### src/rtl/restoring_divider_pkg.sv
// Shared definitions for the restoring divider.
//   state_t   : FSM state encoding (IDLE/CALC/DONE, 2 bits)
//   cnt_width : width of the step counter for an n-bit divider, clog2(n+1)
package restoring_divider_pkg;

  typedef enum logic [1:0] {
    IDLE = 2'd0,
    CALC = 2'd1,
    DONE = 2'd2
  } state_t;

  function automatic int cnt_width(input int n);
    return $clog2(n + 1);
  endfunction

endpackage

### src/rtl/restoring_divider_if.sv
// Start/done handshake and operand/result bus of the restoring divider.
//   master : drives start, x (dividend), y (divisor); observes results
//   slave  : the divider; drives busy, done, q, r, div_by_zero, over_flow
interface restoring_divider_if #(
  parameter int n = 4
);
  logic         start;
  logic [n-1:0] x;
  logic [n-1:0] y;
  logic         busy;
  logic         done;
  logic [n-1:0] q;
  logic [n-1:0] r;
  logic         div_by_zero;
  logic         over_flow;

  modport master (
    output start, x, y,
    input  busy, done, q, r, div_by_zero, over_flow
  );

  modport slave (
    input  start, x, y,
    output busy, done, q, r, div_by_zero, over_flow
  );
endinterface

### src/rtl/restoring_divider_div_step.sv
// One combinational iteration of the restoring division.
//   r_in/q_in : partial remainder and working quotient before the step
//   d         : divisor magnitude
//   r_out/q_out : values after shift, trial subtract and restore
// The partial remainder is carried as n bits: after a step it is always
// below the divisor. The shifted value is n+1 bits; its top bit and the
// carry-out of the n-bit subtractor together say whether it reached d.
module div_step #(
  parameter int n = 4
) (
  input  logic [n-1:0] r_in,
  input  logic [n-1:0] q_in,
  input  logic [n-1:0] d,
  output logic [n-1:0] r_out,
  output logic [n-1:0] q_out
);
  logic [n:0]   r_sh;
  logic [n-1:0] t;
  logic         cout;
  logic         accept;
  logic         sub;

  assign sub  = 1'b1;
  assign r_sh = {r_in, q_in[n-1]};

  // Adder/subtractor: a + (b ^ {n{sub}}) + sub; carry-out means no borrow.
  assign {cout, t} = {1'b0, r_sh[n-1:0]} + {1'b0, d ^ {n{sub}}} + {{n{1'b0}}, sub};

  // A set top bit already means the shifted remainder exceeds any n-bit divisor.
  assign accept = r_sh[n] | cout;
  assign r_out  = accept ? t : r_sh[n-1:0];
  assign q_out  = {q_in[n-2:0], accept};
endmodule

### src/rtl/restoring_divider.sv
// Sequential n-bit restoring divider, one quotient bit per clock.
//   clk, rst : rising-edge clock, synchronous active-high reset
//   bus      : restoring_divider_if.slave (start/x/y in; busy/done/q/r/
//              div_by_zero/over_flow out)
// Latency: start accepted in cycle 0, done pulses in cycle n+1.
// Optional feature: define RESTORING_DIVIDER_SIGNED_EN for two's complement
// operands (magnitude iteration with sign fix-up and overflow detection).
module restoring_divider
  import restoring_divider_pkg::*;
#(
  parameter int n = 4
) (
  input  logic clk,
  input  logic rst,
  restoring_divider_if.slave bus
);
  localparam int CW = cnt_width(n);

  state_t        state;
  logic [CW-1:0] cnt;
  logic [n-1:0]  rem_p;
  logic [n-1:0]  quo_p;
  logic [n-1:0]  dvs_p;
  logic          dz_pend;
  logic [n-1:0]  rem_nxt;
  logic [n-1:0]  quo_nxt;
  logic [n-1:0]  x_mag;
  logic [n-1:0]  y_mag;
  logic [n-1:0]  q_fin;
  logic [n-1:0]  r_fin;
  logic          accept;

  assign accept = (state == IDLE) && bus.start;

`ifdef RESTORING_DIVIDER_SIGNED_EN
  logic neg_q;
  logic neg_r;
  logic ov_pend;

  function automatic logic [n-1:0] mag(input logic signed [n-1:0] v);
    // The most negative value maps onto 2^(n-1), which is exact as unsigned.
    return v[n-1] ? -v : v;
  endfunction

  function automatic logic [n-1:0] cond_neg(input logic [n-1:0] v, input logic neg);
    return neg ? -v : v;
  endfunction

  assign x_mag = mag(bus.x);
  assign y_mag = mag(bus.y);
  assign q_fin = dz_pend ? '1 : cond_neg(quo_nxt, neg_q);
  assign r_fin = cond_neg(rem_nxt, neg_r);

  always_ff @(posedge clk) begin
    if (accept) begin
      neg_q <= bus.x[n-1] ^ bus.y[n-1];
      neg_r <= bus.x[n-1];
    end
  end
`else
  assign x_mag         = bus.x;
  assign y_mag         = bus.y;
  assign q_fin         = quo_nxt;
  assign r_fin         = rem_nxt;
  assign bus.over_flow = 1'b0;
`endif

  div_step #(.n(n)) u_step (
    .r_in  (rem_p),
    .q_in  (quo_p),
    .d     (dvs_p),
    .r_out (rem_nxt),
    .q_out (quo_nxt)
  );

  // Operand / iteration registers: loaded on acceptance, stepped in CALC.
  always_ff @(posedge clk) begin
    if (accept) begin
      rem_p <= '0;
      quo_p <= x_mag;
      dvs_p <= y_mag;
    end else if (state == CALC) begin
      rem_p <= rem_nxt;
      quo_p <= quo_nxt;
    end
  end

  // Control FSM with registered handshake and result outputs.
  always_ff @(posedge clk) begin
    if (rst) begin
      state           <= IDLE;
      cnt             <= '0;
      dz_pend         <= 1'b0;
      bus.busy        <= 1'b0;
      bus.done        <= 1'b0;
      bus.q           <= '0;
      bus.r           <= '0;
      bus.div_by_zero <= 1'b0;
`ifdef RESTORING_DIVIDER_SIGNED_EN
      ov_pend         <= 1'b0;
      bus.over_flow   <= 1'b0;
`endif
    end else begin
      case (state)
        IDLE: begin
          bus.done <= 1'b0;
          if (bus.start) begin
            state    <= CALC;
            cnt      <= '0;
            bus.busy <= 1'b1;
            dz_pend  <= (bus.y == '0);
`ifdef RESTORING_DIVIDER_SIGNED_EN
            ov_pend  <= (bus.x == {1'b1, {(n-1){1'b0}}}) && (bus.y == '1);
`endif
          end
        end
        CALC: begin
          if (cnt == CW'(n - 1)) begin
            // Last step: results are taken straight from the step outputs.
            state           <= DONE;
            bus.done        <= 1'b1;
            bus.q           <= q_fin;
            bus.r           <= r_fin;
            bus.div_by_zero <= dz_pend;
`ifdef RESTORING_DIVIDER_SIGNED_EN
            bus.over_flow   <= ov_pend;
`endif
          end else begin
            cnt <= cnt + CW'(1);
          end
        end
        DONE: begin
          state    <= IDLE;
          bus.done <= 1'b0;
          bus.busy <= 1'b0;
        end
        default: state <= IDLE;
      endcase
    end
  end
endmodule
### src/flat_wrapper.sv
// flat-port wrapper written by rule: the top's interface ports become plain ports
module restoring_divider_flat import restoring_divider_pkg::*;
#(
  parameter int n = 4
)
  (clk, rst, bus_start, bus_x, bus_y, bus_busy, bus_done, bus_q, bus_r, bus_div_by_zero, bus_over_flow);
  restoring_divider_if #(.n(n)) bus_i ();
  input  logic clk;
  input  logic rst;
  input wire logic [$bits(bus_i.start)-1:0] bus_start;
  input wire logic [$bits(bus_i.x)-1:0] bus_x;
  input wire logic [$bits(bus_i.y)-1:0] bus_y;
  output wire logic [$bits(bus_i.busy)-1:0] bus_busy;
  output wire logic [$bits(bus_i.done)-1:0] bus_done;
  output wire logic [$bits(bus_i.q)-1:0] bus_q;
  output wire logic [$bits(bus_i.r)-1:0] bus_r;
  output wire logic [$bits(bus_i.div_by_zero)-1:0] bus_div_by_zero;
  output wire logic [$bits(bus_i.over_flow)-1:0] bus_over_flow;
  assign bus_i.start = bus_start;
  assign bus_i.x = bus_x;
  assign bus_i.y = bus_y;
  assign bus_busy = bus_i.busy;
  assign bus_done = bus_i.done;
  assign bus_q = bus_i.q;
  assign bus_r = bus_i.r;
  assign bus_div_by_zero = bus_i.div_by_zero;
  assign bus_over_flow = bus_i.over_flow;
  restoring_divider #(.n(n)) u_core (.clk(clk), .rst(rst), .bus(bus_i));
endmodule
### config.mk
export PLATFORM = sky130hd
export DESIGN_NAME = restoring_divider_flat
export DESIGN_NICKNAME = d
export VERILOG_FILES = /design/src/rtl/restoring_divider_pkg.sv /design/src/rtl/restoring_divider_if.sv /design/src/rtl/restoring_divider_div_step.sv /design/src/rtl/restoring_divider.sv /design/src/flat_wrapper.sv
export SDC_FILE = /design/constraint.sdc
export NUM_CORES = 1
export LEC_CHECK = 0
export ABC_CLOCK_PERIOD_IN_PS = 2170
export CAP_MARGIN = 0
export CORE_AREA = 2 2 41 72
export DETAILED_ROUTE_END_ITERATION = 8
export DIE_AREA = 0 0 43 74
export HOLD_SLACK_MARGIN = 0.08
export PLACE_DENSITY_LB_ADDON = 0.08
export SYNTH_ARGS = -nofsm -noshare
export SYNTH_HDL_FRONTEND = slang
export SYNTH_SLANG_ARGS = --single-unit
### constraint.sdc
create_clock -name clk -period 2.17 [get_ports clk]
set_clock_uncertainty 0.2 [all_clocks]
set_input_delay 0.5425 -clock clk [delete_from_list [all_inputs] [get_ports clk]]
set_output_delay 0.5425 -clock clk [all_outputs]
set_load 0.02 [all_outputs]
* Word level (Yosys, flattened, before mapping) *
Cells that the tools add are included.

storage, ports and cells
  word-level logic and storage cells = 49
  output and inout port bits = 12
  input bits = 11
  bits in registers = 29

operators by class
  add/subtract/negate cells = 3
  muxes and demuxes = 13
  bitwise operators = 2
  reductions and logical operators = 14
  eq/ne operators = 6

operators by type and width
  operator                                                          number
  4-bit two-way mux                                                 3
  2-bit AND reduction                                               5
  2-bit nonzero test                                                4
  3-bit two-way mux                                                 2
  2-bit != test (second input constant)                             3
  3-bit one-hot mux with 2 select lines                             1
  4-bit by 4-bit adder with 5-bit output                            1
  5-bit by 1-bit adder with 5-bit output (second input constant)    1
  4-bit logical NOT                                                 1
  2-bit two-way mux                                                 2
  4-bit inverter                                                    1
  1-bit one-hot mux with 2 select lines                             2
  2-bit one-hot mux with 2 select lines                             1
  3-bit by 1-bit adder with 3-bit output (second input constant)    1
  3-bit by 2-bit == test with 1-bit output (second input constant)  1
  3-bit AND reduction                                               1
  2-bit by 1-bit == test with 1-bit output (second input constant)  1
  2-bit == test (second input constant)                             1
  2-bit logical NOT                                                 1
  1-bit two-way mux                                                 2
  2-bit OR reduction                                                1
  1-bit logical AND                                                 1
  1-bit OR                                                          1

* Depth between registers and ports, before layout *
Gate-level depths: netlist of run 1.

  word-level depth = 6
  gate-level depth with buffers = 9
  mapped depth without buffers = 9

* Hierarchy *
Synthesis of run 1 repeated with hierarchy kept, for this count alone.

unflattened totals
  cell total of the unflattened synthesis = 134
  area, all modules = 1322.5 um^2

modules (own cells, without submodules)
  module             cells an instance  sequential area each (um^2)  instances  area an instance (um^2)
  restoring_divider  103                660.6                        1          1094.8
  div_step           31                 0.0                          1          227.7

* Worst setup path after synthesis of run 1 *
Ideal clock, no wire load.

  path type = reg-to-reg
  from = register u_core.quo_p[3]
  to = register u_core.quo_p[0] (data pin)
  period minus slack after synthesis = 1.900 ns
  path buffers = 0
  data arrival time = 1.440 ns
  data required time = 1.710 ns
  path slack = 0.270 ns
  stages on the path, launching flop included = 8
  setup time = 0.260 ns
  cells stage by stage = edfxtp_1 -> inv_1 -> ha_1 -> inv_1 -> fa_1 -> nand3_1 -> nand2_2 -> mux2_2

on the way
  longest elaborated chain between the ends = 5

RTL lines
  what                                    RTL line                          RTL
  start: declaration                      restoring_divider.sv:22           logic [n-1:0] quo_p;
  start signal: assignment                restoring_divider.sv:80           quo_p <= x_mag;
  start signal: assignment                restoring_divider.sv:84           quo_p <= quo_nxt;
  4-bit by 4-bit adder with 5-bit output  restoring_divider_div_step.sv:27  assign {cout, t} = {1'b0, r_sh[n-1:0]} + {1'b0, d ^ {n{sub}}} + {{n{1'b0}}, sub};
  5-bit by 1-bit adder with 5-bit output  restoring_divider_div_step.sv:27
  1-bit OR                                restoring_divider_div_step.sv:30  assign accept = r_sh[n] | cout;
  4-bit two-way mux                       restoring_divider.sv:82           end else if (state == CALC) begin
  4-bit two-way mux                       restoring_divider.sv:78           if (accept) begin

No other way between the ends. The select of a mux whose other input is x is not followed.
A chain may end at the register's enable or synchronous reset.

* Worst setup path in the final report of run 1 *
  from = register u_core.quo_p[3]
  to = register u_core.rem_p[3]

on the way
  longest elaborated chain between the ends = 4

RTL lines
  what                                      RTL line                          RTL
  4-bit by 4-bit adder with 5-bit output *  restoring_divider_div_step.sv:27
  5-bit by 1-bit adder with 5-bit output *  restoring_divider_div_step.sv:27
  1-bit OR                                  restoring_divider_div_step.sv:30
  4-bit two-way mux *                       restoring_divider_div_step.sv:31  assign r_out = accept ? t : r_sh[n-1:0];
  end signal: assignment                    restoring_divider.sv:83           rem_p <= rem_nxt;
  end: declaration                          restoring_divider.sv:21           logic [n-1:0] rem_p;

Every way passes the cells marked *; elsewhere a longest branch is shown, timed or not.

==> out/results.ini, run 1 <==
[status]
status=finished, final reports clean

[placed_design]
detailed_place_hpwl_um=1950
io_buffer_count=21
place_congestion=0.7552
dp_cells=175
placed_area_mm2=0.001519

[clock_tree]
postCtsHoldBufs=0
tritoncts=yes
insertion_delay_ps=270
post-cts-setup-buffer-count=0
path_clk_slew_ps=60
clockRootBuffer=clkbuf_8
clkSinkCount=29
cts_htree_levels=2
cts_buffer_depth=2
cts_buffers=5
post_cts_resized=0

[drt]
via_per_inst=5.115
route.vias.total=936
drt-pass1-iter-count=4
drt_iter0_drc=9
antenna_left=0
drc=0
wl_per_cell_um=13.89
wirelength_um=2541

[floorplan]
rows=25
initial_utilization=0.4790
die_w_um=43
die_h_um=74
dieArea_mm2=0.003182
coreArea_mm2=0.002628
ios=23

[worst_setup_path]
worstPathRequired_ps=2120
reg2regPathDepth=8
crit_path_end_kind=register
startpoint_type=register
worstSetupPathType=register to register
slowest_stage=edfxtp_1
cp_common_cell=inv_1
path_cells=inv_1, ha_1, inv_1, fa_2, nand3_2, nand2_4, mux2i_2, o22ai_1
cp.arrival_ps=1940
critPathMaxFanout=7
cp_slowest_stage_delay_ps=400

[finish]
seqCellArea_um2=660.6
multi_input_area_um2=554.3
fill_cells=227
synthToLayoutAreaGrowth_pct=29.82
diodes=0
layout-drive-gt1-share=0.1667
finalNonFillerCells=183
fin_nets=173
final_area_mm2=0.001634

[yosys]
ys_top_cells_by_count=21 x dfxtp_1, 17 x nor2_1, 14 x nand2_1, 9 x a21oi_1, 9 x inv_1
synth_adder_area_share=0.07555
async_flop_share=0
yosys-mux-area-fraction=0.06759
synth_cell_type_count=30
synth-simple-area-share=0.1441
synth_edf_count=8
ys_dominant_reg_cell=dfxtp_1
synth_warnings=0
postSynthAreaPerCell_um2=9.990
synth_xor_area_frac=0.01392
syn-num-nets=144
synthTopCellsByArea=dfxtp_1 33%, edfxtp_1 19%, ha_1 6.0%
yosys.area.top_type=dfxtp_1
syn_inst=126
synth_compound_area_frac=0.1093
netlist_area_mm2=0.001259
synth_most_common_cell=dfxtp_1
synth_top_cell_area_share=0.3340
synth_top_family_by_area=simple AND/OR/NAND/NOR gates
ys_seq_elements=29
yosysSeqAreaShare=0.5249

[sta]
fin_crit_sh=0.9157
rsz0062_at_grt=no
fmax_mhz=503.2
setup_viol=0
finalMaxSlewViolations=0
fin_crit_ps=1987
report.final.hold_viol_count=0
fin_hold_ws_ps=252.0

[global_route]
grt_max_degree=18
track_usage=0.1851
grt_pass1_vias=924
antenna_found_initial=0
grt_pass1_wl_um=4146
grt_overflow=0

[power_and_ir_drop]
powerDensity_mw_per_mm2=980.3
p_total_mw=1.602
ir_worst_vdd_uv=595.4
p_leak_nw=0.6254

[job]
drv_cap=0

[worst_hold_path]
whs_path_depth=2
min_path_type=register to register

## through the flow
stage                 util  setup TNS, ps  worst slack, ps
finish              0.6219              0            182.9
CTS                 0.6090              0            43.54
detailed placement  0.5781         -96.77           -30.11
global placement    0.5781      -0.003664        -0.003664
floorplan                -              0            269.8
global route        0.6219              0            64.79
## state kept, by name (all words and copies together) (netlist names)
signal / count
u_core.bus.done: 1
u_core.bus.div_by_zero: 1
u_core.cnt: 3
u_core.dz_pend: 1
u_core.bus.r: 4
u_core.rem_p: 4
u_core.state: 2
u_core.quo_p: 4
u_core.bus.busy: 1
u_core.bus.q: 4
u_core.dvs_p: 4
## worst paths after layout
| path | from | end | slack [ps] |
|---|---|---|---|
| max | u_core.quo_p[3] | u_core.rem_p[3] | 180 |
| min | u_core.bus.q[3] | u_core.bus.q[3] | 250 |
| max reg2reg | u_core.quo_p[3] | u_core.rem_p[3] | 180 |
| min reg2reg | u_core.bus.q[3] | u_core.bus.q[3] | 250 |
## layout make-up
class,count,area share
Clock buffer,5,0.04211
Clock inverter,3,0.007657
Inverter,9,0.02067
Multi-Input combinational cell,81,0.3392
Sequential cell,29,0.4043
Tap cell,27,0.02067
Timing Repair Buffer,29,0.1654
## where the power goes
part	total (mW)	internal, mW	switching [mW]	leakage (nW)
Combinational	0.518	0.243	0.275	0.334
Sequential	0.685	0.631	0.0539	0.249
Clock	0.399	0.215	0.184	0.0430
## layout by cell type, fill, tap and decap left out, drive strengths merged
cell type and instances:
a211oi 5, a21oi 9, a22oi 1, buf 8
clkbuf 5, clkdlybuf4s50 21, clkinv 3, conb 1
dfxtp 21, edfxtp 8, fa 1, ha 6
inv 9, mux2 4, mux2i 4, nand2 15
nand2b 3, nand3 1, nor2 17, nor3 3
nor3b 1, nor4 1, o21a 1, o21ai 1
o22ai 4, or2 1, xor2 2
## per-layer routing
metal,up-vias,share of wire,track usage
met5,-,0,0
met4,0,0.023,0.1010
met3,6,0.024,0.05825
met2,12,0.58,0.3434
met1,434,0.38,0.1763
li1,484,-,-
## kinds of logic (layout without fill, tap and decap cells)
logic type	Yosys count	in the layout
xor+xnor	2	2
other cells	1	1
mux	8	8
compound gates	21	21
simple gates	42	42
flops	29	29
fa+ha+maj	7	7
buf+inv	16	46
## worst max-delay path: cells and delay by family (launching register included)
kind            cells  cell delay [ps]
compound gates      1              120
mux                 1              290
buf+inv             2              130
flops               1              400
fa+ha+maj           2              530
simple gates        2              190
(Power assumes the default switching activity.)
==> inputs of run 2 (changes only) <==
REMOVE_ABC_BUFFERS = 1   (was not set)
==> run 2 against run 1 <==
- core utilization fell by 0.76 points
- fmax fell by 2.4%
- first-iteration DRC count increased to 3.1 times the previous value
- via count decreased by 0.43%
- setup slack got worse by 48 ps
- worst hold slack improved by 2.2 ps
- largest cell class unchanged
==> out/results.ini, run 2 (synthesis results as in run 1) <==
[placed_design]
place_congestion=0.7320  ; was 0.7552
detailed_place_hpwl_um=2023  ; was 1950 um
io_buffer_count=21  ; unchanged
dp_cells=174  ; was 175

[clock_tree]
clkSinkCount=29  ; unchanged
postCtsHoldBufs=0  ; unchanged
cts_buffer_depth=2  ; unchanged
post-cts-setup-buffer-count=0  ; unchanged
insertion_delay_ps=280  ; was 270 ps
path_clk_slew_ps=60  ; about the same
clockRootBuffer=clkbuf_8  ; unchanged
cts_buffers=5  ; unchanged
post_cts_resized=0  ; unchanged
cts_htree_levels=2  ; unchanged
tritoncts=yes  ; unchanged

[global_route]
antenna_found_initial=0  ; unchanged
grt_pass1_vias=955  ; was 924
grt_overflow=0  ; unchanged
track_usage=0.1848  ; was 0.1851
grt_max_degree=18  ; unchanged
grt_pass1_wl_um=4271  ; was 4146 um

[drt]
drt_iter0_drc=28  ; was 9
wirelength_um=2520  ; was 2541 um
drt-pass1-iter-count=4  ; unchanged
route.vias.total=932  ; was 936
antenna_left=0  ; unchanged
via_per_inst=5.121  ; was 5.115
wl_per_cell_um=13.85  ; was 13.89 um
drc=0  ; unchanged

[worst_setup_path]
worstSetupPathType=register to register  ; unchanged
critPathMaxFanout=7  ; unchanged
reg2regPathDepth=7  ; was 8
worstPathRequired_ps=2000  ; was 2120 ps
cp.arrival_ps=1860  ; was 1940 ps
cp_slowest_stage_delay_ps=410  ; was 400 ps
slowest_stage=fa_1  ; was edfxtp_1
cp_common_cell=inv_1  ; unchanged
crit_path_end_kind=register  ; unchanged
startpoint_type=register  ; unchanged
path_cells=inv_1, ha_1, inv_1, fa_1, nand3_1, nand2_2, mux2_2  ; was inv_1, ha_1, inv_1, fa_2, nand3_2, nand2_4, mux2i_2, o22ai_1

[floorplan]
dieArea_mm2=0.003182  ; unchanged
die_h_um=74  ; unchanged
initial_utilization=0.4790  ; unchanged
ios=23  ; unchanged
coreArea_mm2=0.002628  ; unchanged
die_w_um=43  ; unchanged
rows=25  ; unchanged

[job]
drv_cap=0  ; unchanged

[finish]
most-common-layout-cells=21 x clkdlybuf4s50_1, 21 x dfxtp_1, 17 x nor2_1, 14 x nand2_1  ; unchanged
synthToLayoutAreaGrowth_pct=28.23  ; was 29.82%
seqCellArea_um2=660.6  ; unchanged
layout-drive-gt1-share=0.1290  ; was 0.1667
fin_nets=172  ; was 173
fill_cells=253  ; was 227
multi_input_area_um2=520.5  ; was 554.3 um2
finalNonFillerCells=182  ; was 183
fin_util=0.6143  ; was 0.6219
diodes=0  ; unchanged

[power_and_ir_drop]
p_leak_nw=0.6242  ; was 0.6254 nW
netSwitchingFraction=0.3008  ; was 0.3202
powerDensity_mw_per_mm2=961.9  ; was 980.3 mW/mm2
p_clk_frac=0.285  ; was 0.249
switchingPower_uw=467.1  ; was 512.9 uW
intPower_mw=1.086  ; was 1.089 mW
ir_worst_vdd_uv=566.4  ; was 595.4 uV
power_frac_seq=0.438  ; was 0.428
power_frac_comb=0.277  ; was 0.323

[sta]
fin_crit_sh=0.9378  ; was 0.9157
fin_crit_ps=2035  ; was 1987 ps
fmax_mhz=491.4  ; was 503.2 MHz
setup_viol=0  ; unchanged
rsz0062_at_grt=no  ; unchanged
report.final.hold_viol_count=0  ; unchanged
fin_hold_ws_ps=254.2  ; was 252.0 ps
finalMaxSlewViolations=0  ; unchanged

[worst_hold_path]
min_path_type=register to register  ; unchanged
whs_path_depth=2  ; unchanged

[status]
status=finished, final reports clean  ; unchanged

[run 2: cell types whose count changed in the layout (fill, tap and decap cells not counted), sizes merged]
| cell | before | now |
|---|---|---|
| clkinv | 3 | 0 |
| buf | 8 | 7 |
| clkbuf | 5 | 8 |
[run 2: worst paths after layout]
kind                                              from                endpoint  slack [ps]
worst min-delay path            u_core.bus.div_by_zero  u_core.bus.div_by_zero         250
worst max-delay path                   u_core.quo_p[3]         u_core.quo_p[0]         130
worst min register to register  u_core.bus.div_by_zero  u_core.bus.div_by_zero         250
worst max register to register         u_core.quo_p[3]         u_core.quo_p[0]         130
[run 2: area by class of cell]
| cell class | count | share of cell area |
|---|---|---|
| timing repair buffer | 28 | 0.1705 |
| sequential | 29 | 0.4093 |
| tap | 27 | 0.02093 |
| multi-input combinational | 81 | 0.3225 |
| inverter | 9 | 0.02093 |
| clock buffer | 8 | 0.05581 |
[run 2: through the flow]
step	worst slack (ps)	power (mW)	instance area [um2]	setup TNS, ps
after detailed placement	-13.00	1.128	1524	-35.21
after floorplan	-254.8	0.9898	1215	-2371
final	134.9	1.553	1614	0
after global routing	27.25	1.653	1614	0
after CTS	110.2	1.578	1614	0
after global placement	15.08	1.102	1524	0
[run 2: power groups by stage]
stage	clock network (mW)	registers (mW)	logic, mW
5_1_grt	0.479	0.687	0.487
3_5_place_dp	0	0.693	0.435
3_3_place_gp	0	0.688	0.414
2_1_floorplan	0	0.677	0.312
4_1_cts	0.459	0.681	0.438
6_report	0.442	0.680	0.430
[run 2: per-layer routing]
metal / track usage / up-vias / wire length (um)
met3: 0.03883 / 6 / 69
met2: 0.3569 / 13 / 1486
met1: 0.1798 / 433 / 912
met4: 0.09091 / 0 / 51
met5: 0 / - / 0
li1: - / 480 / -
[run 2: critical path, delay by kind of cell (launching register included)]
family                   cells  cell delay, ps
buffers and inverters        2             120
AND/OR/NAND/NOR              2             240
flip-flops                   1             380
multiplexers                 1             290
adder cells (fa/ha/maj)      2             560
